### config.mk
export PLATFORM = sky130hd
export DESIGN_NAME = hazard_scoreboard
export DESIGN_NICKNAME = d
export VERILOG_FILES = /design/src/rtl/hazard_scoreboard.sv
export SDC_FILE = /design/constraint.sdc
export NUM_CORES = 1
export LEC_CHECK = 0
export CAP_MARGIN = 30
export CORE_MARGIN = 2
export CORE_UTILIZATION = 49
export CTS_CLUSTER_DIAMETER = 30
export DETAILED_ROUTE_END_ITERATION = 8
export PLACE_DENSITY = 0.89
export SLEW_MARGIN = 15
export SYNTH_ARGS = -nofsm -noshare
export SYNTH_HDL_FRONTEND = slang
export SYNTH_SLANG_ARGS = --single-unit
### constraint.sdc
create_clock -name CLK -period 5 [get_ports CLK]
set_clock_uncertainty 0.1 [all_clocks]
set_input_delay 1 -clock CLK [delete_from_list [all_inputs] [get_ports CLK]]
set_output_delay 1 -clock CLK [all_outputs]
set_load 0.005 [all_outputs]
### src/rtl/hazard_scoreboard.sv
// hazard_scoreboard: shadow EX/MEM/WB pipeline giving load-use stall, branch flush and halt drain control.
// Define HAZARD_SCOREBOARD_STATS_EN to add saturating StallCount/FlushCount outputs.
module hazard_scoreboard (
    input  logic        CLK,
    input  logic        Reset,
    input  logic        ID_Valid,
    input  logic [4:0]  ID_rs,
    input  logic [4:0]  ID_rt,
    input  logic        ID_UsesRs,
    input  logic        ID_UsesRt,
    input  logic        ID_RegWre,
    input  logic [4:0]  ID_WriteReg,
    input  logic        ID_MemRead,
    input  logic        ID_Halt,
    input  logic        EX_BranchTaken,
    output logic        PCWre,
    output logic        IF_ID_Wre,
    output logic        IF_ID_Flush,
    output logic        ID_EX_Flush,
    output logic        Halted,
    output logic        MEM_RegWre,
    output logic [4:0]  MEM_WriteReg,
    output logic        WB_RegWre,
    output logic [4:0]  WB_WriteReg
`ifdef HAZARD_SCOREBOARD_STATS_EN
    ,
    output logic [31:0] StallCount,
    output logic [31:0] FlushCount
`endif
);
    typedef enum logic [1:0] {RUN, DRAIN, HALTED} state_t;
    typedef struct packed {
        logic       v;
        logic       rw;
        logic [4:0] wr;
        logic       mr;
    } slot_t;

    state_t     state, state_nx;
    slot_t      ex, mem, wb, ex_nx;
    logic [1:0] cnt, cnt_nx;
    logic       run, load_use, branch, stall, halt_go;

    always_comb begin
        run      = state == RUN;
        load_use = ID_Valid && ex.v && ex.mr && ex.rw && ex.wr != 5'd0 &&
                   ((ID_UsesRs && ID_rs == ex.wr) || (ID_UsesRt && ID_rt == ex.wr));
        branch   = run && EX_BranchTaken;
        stall    = run && load_use && !branch;
        halt_go  = run && ID_Valid && ID_Halt && !stall && !branch;
        state_nx = state;
        cnt_nx   = cnt;
        ex_nx    = '0;
        case (state)
            RUN: begin
                if (halt_go) begin
                    state_nx = DRAIN;
                    cnt_nx   = 2'd3;
                end else if (!stall && !branch)
                    ex_nx = {ID_Valid, ID_RegWre, ID_WriteReg, ID_MemRead};
            end
            DRAIN: begin
                cnt_nx   = cnt - 2'd1;
                state_nx = cnt == 2'd1 ? HALTED : DRAIN;
            end
            default: ;
        endcase
        // flushes are gated by Reset so a live branch input cannot leak out during reset
        PCWre       = run && !stall;
        IF_ID_Wre   = run && !stall;
        IF_ID_Flush = Reset && branch;
        ID_EX_Flush = Reset && (branch || stall);
        Halted      = state == HALTED;
    end

    always_ff @(posedge CLK or negedge Reset) begin
        if (!Reset) begin
            state <= RUN;
            cnt   <= 2'd0;
            ex    <= '0;
            mem   <= '0;
            wb    <= '0;
        end else begin
            state <= state_nx;
            cnt   <= cnt_nx;
            ex    <= ex_nx;
            mem   <= ex;
            wb    <= mem;
        end
    end

    assign MEM_RegWre   = mem.v && mem.rw;
    assign MEM_WriteReg = mem.wr;
    assign WB_RegWre    = wb.v && wb.rw;
    assign WB_WriteReg  = wb.wr;

`ifdef HAZARD_SCOREBOARD_STATS_EN
    always_ff @(posedge CLK or negedge Reset) begin
        if (!Reset) begin
            StallCount <= '0;
            FlushCount <= '0;
        end else begin
            if (stall && StallCount != '1)
                StallCount <= StallCount + 32'd1;
            if (branch && FlushCount != '1)
                FlushCount <= FlushCount + 32'd1;
        end
    end
`endif
endmodule

==> results summary, run 1 <==
The flow ran to the end, and the final reports show no timing, DRC or antenna violations. The number of distinct library cell variants in the gate-level netlist after synthesis is 38. The clock net sink count came out at 26.

The highest-delay cell along the critical path is sky130_fd_sc_hd__o41a_2. Each instance of the synthesized netlist takes up on average between 10 and 15 sq um. The later pin in the worst-skew pair is clocked with a latency of 0.31 ns. Among all flip-flop cells after synthesis, the most frequent one is sky130_fd_sc_hd__dfrtp_1. The fmax came out at 0.239 GHz. The most numerous cell type found on the critical path is sky130_fd_sc_hd__clkdlybuf4s50_1. The power density relative to cell area is 344 nW/um^2. The number of synthesis warnings came out at 0. The quantity of gates resized following cts is 0.

The share of synthesized area occupied by flip-flops and latches came out at 0.505. Summed over all layers, the global routing overflow is 0. The floorplan die width came out at 55.3 um. The cell with the most instances after synthesis is sky130_fd_sc_hd__dfrtp_1. The transition time of the tightest slew-check pin came out at 0.633 ns. The critical path goes through clkdlybuf4s50_1 > xnor2_1 > nand4_1 > o22a_1 > o41a_2 > clkdlybuf4s50_1.

The setup path with the least slack is of type in2out. In this run the worst hold path is classified as reg2reg. The number of pins with negative max-slew slack in the final report came out at 0. Once the clock tree was built, the setup fixing pass inserted 0 buffers.

The post-synthesis instance area is 1290 sq um. The number of buffers inserted by hold repair at cts is 0. The count of unresolved DRC violations after routing is 0. The routed length per placed instance is 15.5 um. The detail route stage leaves a number of antenna-violating nets equal to 0. After the first detailed-routing iteration, the DRC count stood at 16. The number of global-route vias before repair is a little under 1k. The routed layout has 969 vias.

The effective utilization at floorplan came out at 0.520. The leakage power of the design is 0.729 nW. The summed negative setup slack over all endpoints is 0 ns. The kind of cell adding the most delay to the critical path is buffers and inverters.

The number of endpoints failing setup at the final stage is 0. The die covers 3060 sq um. The biggest area contributor in the post-synthesis netlist is sky130_fd_sc_hd__dfrtp_1. The detailed placer's ending HPWL came out at between 2 and 2.5 mm. The worst path buffer plus inverter count is 2. The number of inserted diodes is 0. The final period utilization is 0.836.

CTS placed an instance of sky130_fd_sc_hd__clkbuf_4 at the clock tree root. The largest driver fanout on the critical path came out at 11. The number of I/O port buffers came out at 40. Data on the critical path arrives at its endpoint at roughly 3 ns.

The synthesized flop and latch total is 26. The first global-routing pass estimated ~4.5 mm of wire. The via density per instance came out at 5.60. The pin count of the biggest net entering global routing came out at 16.

The max capacitance violation total is 0. The data required time at the worst endpoint came out at 3.90 ns. After clock tree synthesis, the clock-pin slew on the worst setup and hold paths is 0.14 ns. The number of levels the H-tree was split into came out at 1. The final cell count without fillers came out at 173.

By area the synthesized netlist is led by sky130_fd_sc_hd__dfrtp_1 50%, sky130_fd_sc_hd__xnor2_1 6.8%, sky130_fd_sc_hd__buf_4 6.4%. STA classifies the critical path startpoint as an input pin. The maximum count of clock buffers along a single path came out at 2.

The final net count is 169. The fraction of post-synthesis cell area in the top cell type by area is 0.505. The final layout contains routed wiring with a total length of 2.68 mm.

The die extent in y is 55.3 um. The number of synthesized flops with an enable pin is 0. The count of placed standard cells including taps came out at 169. Of the cells placed in the final design, the portion with a size suffix greater than 1 is 0.119. The net count of the mapped netlist is 137. The async set-reset flop share out of synthesis is 1.00.

TritonCTS built the clock tree. The worst relative slew slack is 0.578. The maximum VDD drop is between 0.3 and 0.4 mV. The top-level I/O count is 41. The largest single stage delay on the critical path is 0.50 ns.

The count of filler cells inserted in the layout came out at just under 200. The total number of placement rows came out at 18. The iteration count of the initial detailed-routing pass is 4.

The total clock buffers created by CTS came out at 3. STA classifies the critical path endpoint as a primary output. Routability-driven placement finished with a final weighted congestion of between 0.8 and 0.9.

The cell count after synthesis came out at 112. The signed area change from the synthesized netlist to the final layout is 31.0%. Setup repair after global routing left no endpoint under its margin. The core region is 2480 sq um. The final-report hold violation count was 0. The initial antenna violation count is 0. The global-route total usage across every layer is 0.185. After synthesis, the most frequently instantiated cells are 26 x sky130_fd_sc_hd__dfrtp_1, 11 x sky130_fd_sc_hd__buf_4, 10 x sky130_fd_sc_hd__xnor2_1. Counting I/O delays and the setup requirement, the final critical path takes between 4 and 5 ns.
==> worst register-to-register path: cells and delay by family, from the launching register on <==
family          cells  cell delay, ns
simple gates        1            0.58
compound gates      3            0.87
flops               1            0.45
==> through the flow <==
step	hold WS [ns]	power (mW)	setup WS [ns]	cell area (sq um)	utilization
final	0.286	0.580	0.819	1690	0.681
after global routing	0.301	0.614	0.714	1690	0.681
after floorplan	0.246	0.372	1.69	1290	-
after CTS	0.286	0.585	0.802	1690	0.681
after global placement	0.251	0.435	0.873	1640	0.660
after detailed placement	0.257	0.443	0.805	1640	0.660
==> report_power, final <==
part | leakage, nW | internal, mW | switching (mW) | total (mW)
Combinational | 0.353 | 0.0999 | 0.0667 | 0.167
Sequential | 0.349 | 0.243 | 0.0303 | 0.273
Clock | 0.0279 | 0.0810 | 0.0598 | 0.141
==> flip-flops by register name, summed over array words and instances (netlist names) <==
| name | count |
|---|---|
| state | 2 |
| cnt | 2 |
| ex | 8 |
| mem | 2 |
| WB_WriteReg | 5 |
| MEM_WriteReg | 5 |
| wb | 2 |
==> final timing paths <==
check / from / to / slack, ns / cells past startpoint
worst min register to register: mem[6] / wb[6] / 0.29 / 0
min in group asynchronous: Reset / WB_WriteReg[1] / 0.91 / 2
worst max register to register: ex[2] / ex[5] / 2.94 / 4
max in group asynchronous: Reset / cnt[1] / 3.72 / 2
worst min-delay path: mem[6] / wb[6] / 0.29 / 0
worst max-delay path: ID_rs[1] / IF_ID_Wre / 0.82 / 6
==> logic make-up after synthesis <==
group / synth area share
and+or+nand+nor: 0.140
AOI/OAI and AO/OA: 0.186
DFF: 0.505
buffers and inverters: 0.0913
xor gates and xnor gates: 0.0680
adders and majority gates: 0.00971
==> cell type report <==
| cell class | instances | area (sq um) | share of cell area |
|---|---|---|---|
| timing repair buffer | 42 | 415 | 0.246 |
| inverter | 3 | 11.3 | 0.00667 |
| tap | 30 | 37.5 | 0.0222 |
| sequential | 26 | 651 | 0.385 |
| clock buffer | 3 | 22.5 | 0.0133 |
| clock inverter | 1 | 30.0 | 0.0178 |
| multi-input combinational | 68 | 520 | 0.308 |
==> placed cells by master (no fill, tap or decap), drive strengths merged, types with 2 or more instances in the layout <==
cell type,instances
and2,2
a32o,7
clkdlybuf4s50,40
nor3,3
xnor2,10
inv,2
buf,2
and3,2
nand4,2
nand2,5
a21oi,3
nor2,4
clkbuf,3
nor3b,7
a21o,7
o41a,2
dfrtp,26
or3,2
==> routing by layer <==
| metal | GRT usage | vias to the layer above | wire [um] | share of wire |
|---|---|---|---|---|
| li1 | - | 457 | - | - |
| met1 | 0.231 | 463 | 1140 | 0.43 |
| met2 | 0.325 | 47 | 1350 | 0.50 |
| met3 | 0.0234 | 2 | 167 | 0.062 |
| met4 | 0.0732 | 0 | 20 | 0.0075 |
| met5 | 0 | - | 0 | 0 |
Power figures use the tool's default switching activity.
==> run 2: changes to the inputs <==
Settings changed: CORE_UTILIZATION 49 to 45, PLACE_DENSITY 0.89 to 0.83.
Clock period 5 ns to 3.9 ns, I/O delays scaled along.
==> run 2 against run 1 <==
Total power rose by 28%. Via count grew 0.21%. Largest cell class unchanged. Critical path type unchanged. First-iteration DRC count is 6.3% higher. Die area grew 8.2%. Critical endpoint unchanged. Sequential share of layout area fell by 0.20 points. Count of clock-buffer cells in the layout unchanged.
==> results summary, run 2 (same netlist as run 1, synthesis figures left out) <==
The run finished with clean final reports. The effective utilization at floorplan is 0.471 (-0.0488). The final design instance area without fill is 1700 sq um (+0.52%). The core occupancy in the finished layout is 0.621 (-0.0607). The number of DRC markers in iteration 0 came out at 17 (+1). The summed negative setup slack over all endpoints was 0 ns (unchanged). The floorplan die area came out at 3310 sq um (+8.2%). The die extent in y came to 57.5 um (+4.0%). The routed length per placed instance is 14.6 um (-5.5%). The count of placed standard cells including taps is 171 (+1.2%). The final net count came out at 170 (+0.59%).

The clock net sink count came to 26 (unchanged). The maximum count of clock buffers along a single path is 2 (unchanged). The wire length after detailed routing is 2.56 mm (-4.4%). The power density relative to cell area is 438 nW/um^2 (+27%). The via density per instance is 5.55 (-0.94%). The global-route total usage across every layer came out at 0.171 (-0.0145). The initial antenna violation count came to 0 (unchanged).

The largest driver fanout on the critical path came out at 2 (-9). The transition time of the tightest slew-check pin is 0.612 ns (-0.0210 ns). The shortest period the worst path allows is 3.62 ns.

The total number of placement rows came to 19 (+1). The endpoint kind of the worst setup timing path is a primary output. The register bank with the most flops is ex. The part of the total power dissipated in sequential elements came to 0.471 (about the same). The count of nets left with antenna violations after detail routing is 0 (unchanged). The detailed placer's ending HPWL came out at 1.96 mm (-5.0%). The final-report hold violation count came to 0 (unchanged). The iteration count of the initial detailed-routing pass came out at 6 (+2). The worst relative slew slack came out at 0.592 (+0.0140). The post-CTS setup repair buffer count came out at 0 (unchanged). The number of global-route vias before repair is 983 (-0.20%). The most frequent standard cell in the layout excluding fill and tap cells is sky130_fd_sc_hd__clkdlybuf4s50_1.

The share of cells above drive strength 1 was 0.125 (+0.00612). The top-level I/O count came out at 41 (unchanged). The net switching power figure is 0.199 mW (+27%). TritonCTS built the clock tree.

The number of levels the H-tree was split into came out at 1 (unchanged). The leakage power of the design came out at 0.734 nW (+0.57%). The worst setup path is of the in2out kind. The cell internal power dissipation came out at 0.544 mW (+28%).

The total clock buffers created by CTS came out at 3 (unchanged). The source-to-sink clock delay at the later pin of the worst-skew pair came out at 0.31 ns (about the same). STA classifies the critical path startpoint as an input pin.

The fraction of power spent switching nets is 0.267 (-0.00292). The core area came out at 2730 sq um (+10%). The standard cell area after detailed placement came to 1640 sq um (+0.54%). The number of inserted diodes is 0 (unchanged).

The clock transition at the register clock pins on the worst setup and hold paths after CTS is 0.13 ns (about the same). The global-route wire length before repair is 4.43 mm (-2.0%). The total via count in the routed design came to 971 (+0.21%). The final cell count without fillers came to 175 (+1.2%).

The residual overflow from global routing came out at 0 (unchanged). The number of buffers inserted by hold repair at cts is 0 (unchanged). The count of unresolved DRC violations after routing is 0 (unchanged). The maximum VDD drop is 0.349 mV (+14%). The fmax is ~0.28 GHz.

The routability congestion estimate from global placement is 0.835 (about the same). The quantity of gates resized following cts came out at 0 (unchanged). The pin count of the biggest net entering global routing was 23 (+7). The max capacitance violation total is 0 (unchanged). The data required time at the worst endpoint was 3.02 ns (-0.88 ns). The signed area change from the synthesized netlist to the final layout came out at 31.7%. The worst hold path belongs to the class reg2reg. The data arrival time at the worst-slack endpoint is 2.74 ns (-0.34 ns).

The floorplan die width was 57.5 um (+4.0%). The library cells used most frequently in the layout, excluding fill and tap cells, are 40 x sky130_fd_sc_hd__clkdlybuf4s50_1, 26 x sky130_fd_sc_hd__dfrtp_1, 10 x sky130_fd_sc_hd__xnor2_1, 7 x sky130_fd_sc_hd__nor3b_1, 7 x sky130_fd_sc_hd__a32o_1. The clock share of power is 0.241 (-0.002).

The number of I/O port buffers came to 40 (unchanged). The number of flip-flops in the largest register is 8 (unchanged). Setup repair after global routing left no endpoint under its margin. The combinational cell fraction of total power came out at 0.288 (about the same). Of the available clock period, the critical path in the final layout requires 0.927.

The clock root buffer master is sky130_fd_sc_hd__clkbuf_4. The worst slack on hold paths is 0.280 ns (-0.00683 ns). The number of pins with negative max-slew slack in the final report is 0 (unchanged). The number of endpoints failing setup at the final stage is 0 (unchanged).
run 2: changes by cell type in the layout (fill, tap and decap cells not counted), sizes merged:
cell,previous run,this run
buf,2,3
run 2: path summary, 6_finish.rpt:
check	startpoint	endpoint	slack, ns	depth (start not counted)
worst min-delay path	mem[6]	wb[6]	0.28	0
worst min register to register	mem[6]	wb[6]	0.28	0
worst max register to register	ex[2]	ex[4]	1.87	4
max in group asynchronous	Reset	ex[2]	2.52	2
worst max-delay path	ID_rs[2]	IF_ID_Wre	0.28	6
min in group asynchronous	Reset	cnt[1]	0.61	1
run 2: through the flow:
| step | power, mW | setup slack, ns |
|---|---|---|
| final | 0.743 | 0.283 |
| after CTS | 0.750 | 0.276 |
| after floorplan | 0.477 | 1.03 |
| after detailed placement | 0.568 | 0.288 |
| after global routing | 0.787 | 0.187 |
| after global placement | 0.559 | 0.362 |
run 2: power groups by stage:
stage,clock network [mW],logic [mW],registers (mW)
after floorplan,0,0.132,0.345
after detailed placement,0,0.214,0.354
after global routing,0.193,0.237,0.357
after CTS,0.184,0.216,0.350
final,0.179,0.214,0.350
after global placement,0,0.207,0.353
run 2: cell type report:
cell class / instances / area [sq um]
Fill cell: 230 / 1040
Sequential cell: 26 / 651
Multi-Input combinational cell: 68 / 520
Timing Repair Buffer: 43 / 423
Tap cell: 31 / 38.8
Clock inverter: 1 / 30.0
Clock buffer: 3 / 22.5
Inverter: 3 / 11.3
run 2: layer usage:
layer,wire length (um),share of wire,global-route usage,up-vias
met4,6,0.0023,0.0664,0
li1,-,-,-,463
met3,186,0.073,0.0159,2
met1,1090,0.43,0.226,456
met2,1280,0.50,0.289,50
met5,0,0,0,-
run 2: critical path, stage by stage:
cell	delay [ns]
sky130_fd_sc_hd__clkdlybuf4s50_1	0.48
sky130_fd_sc_hd__xnor2_1	0.13
sky130_fd_sc_hd__nand4_1	0.16
sky130_fd_sc_hd__o22a_1	0.28
sky130_fd_sc_hd__o41a_2	0.45
sky130_fd_sc_hd__clkdlybuf4s50_1	0.46
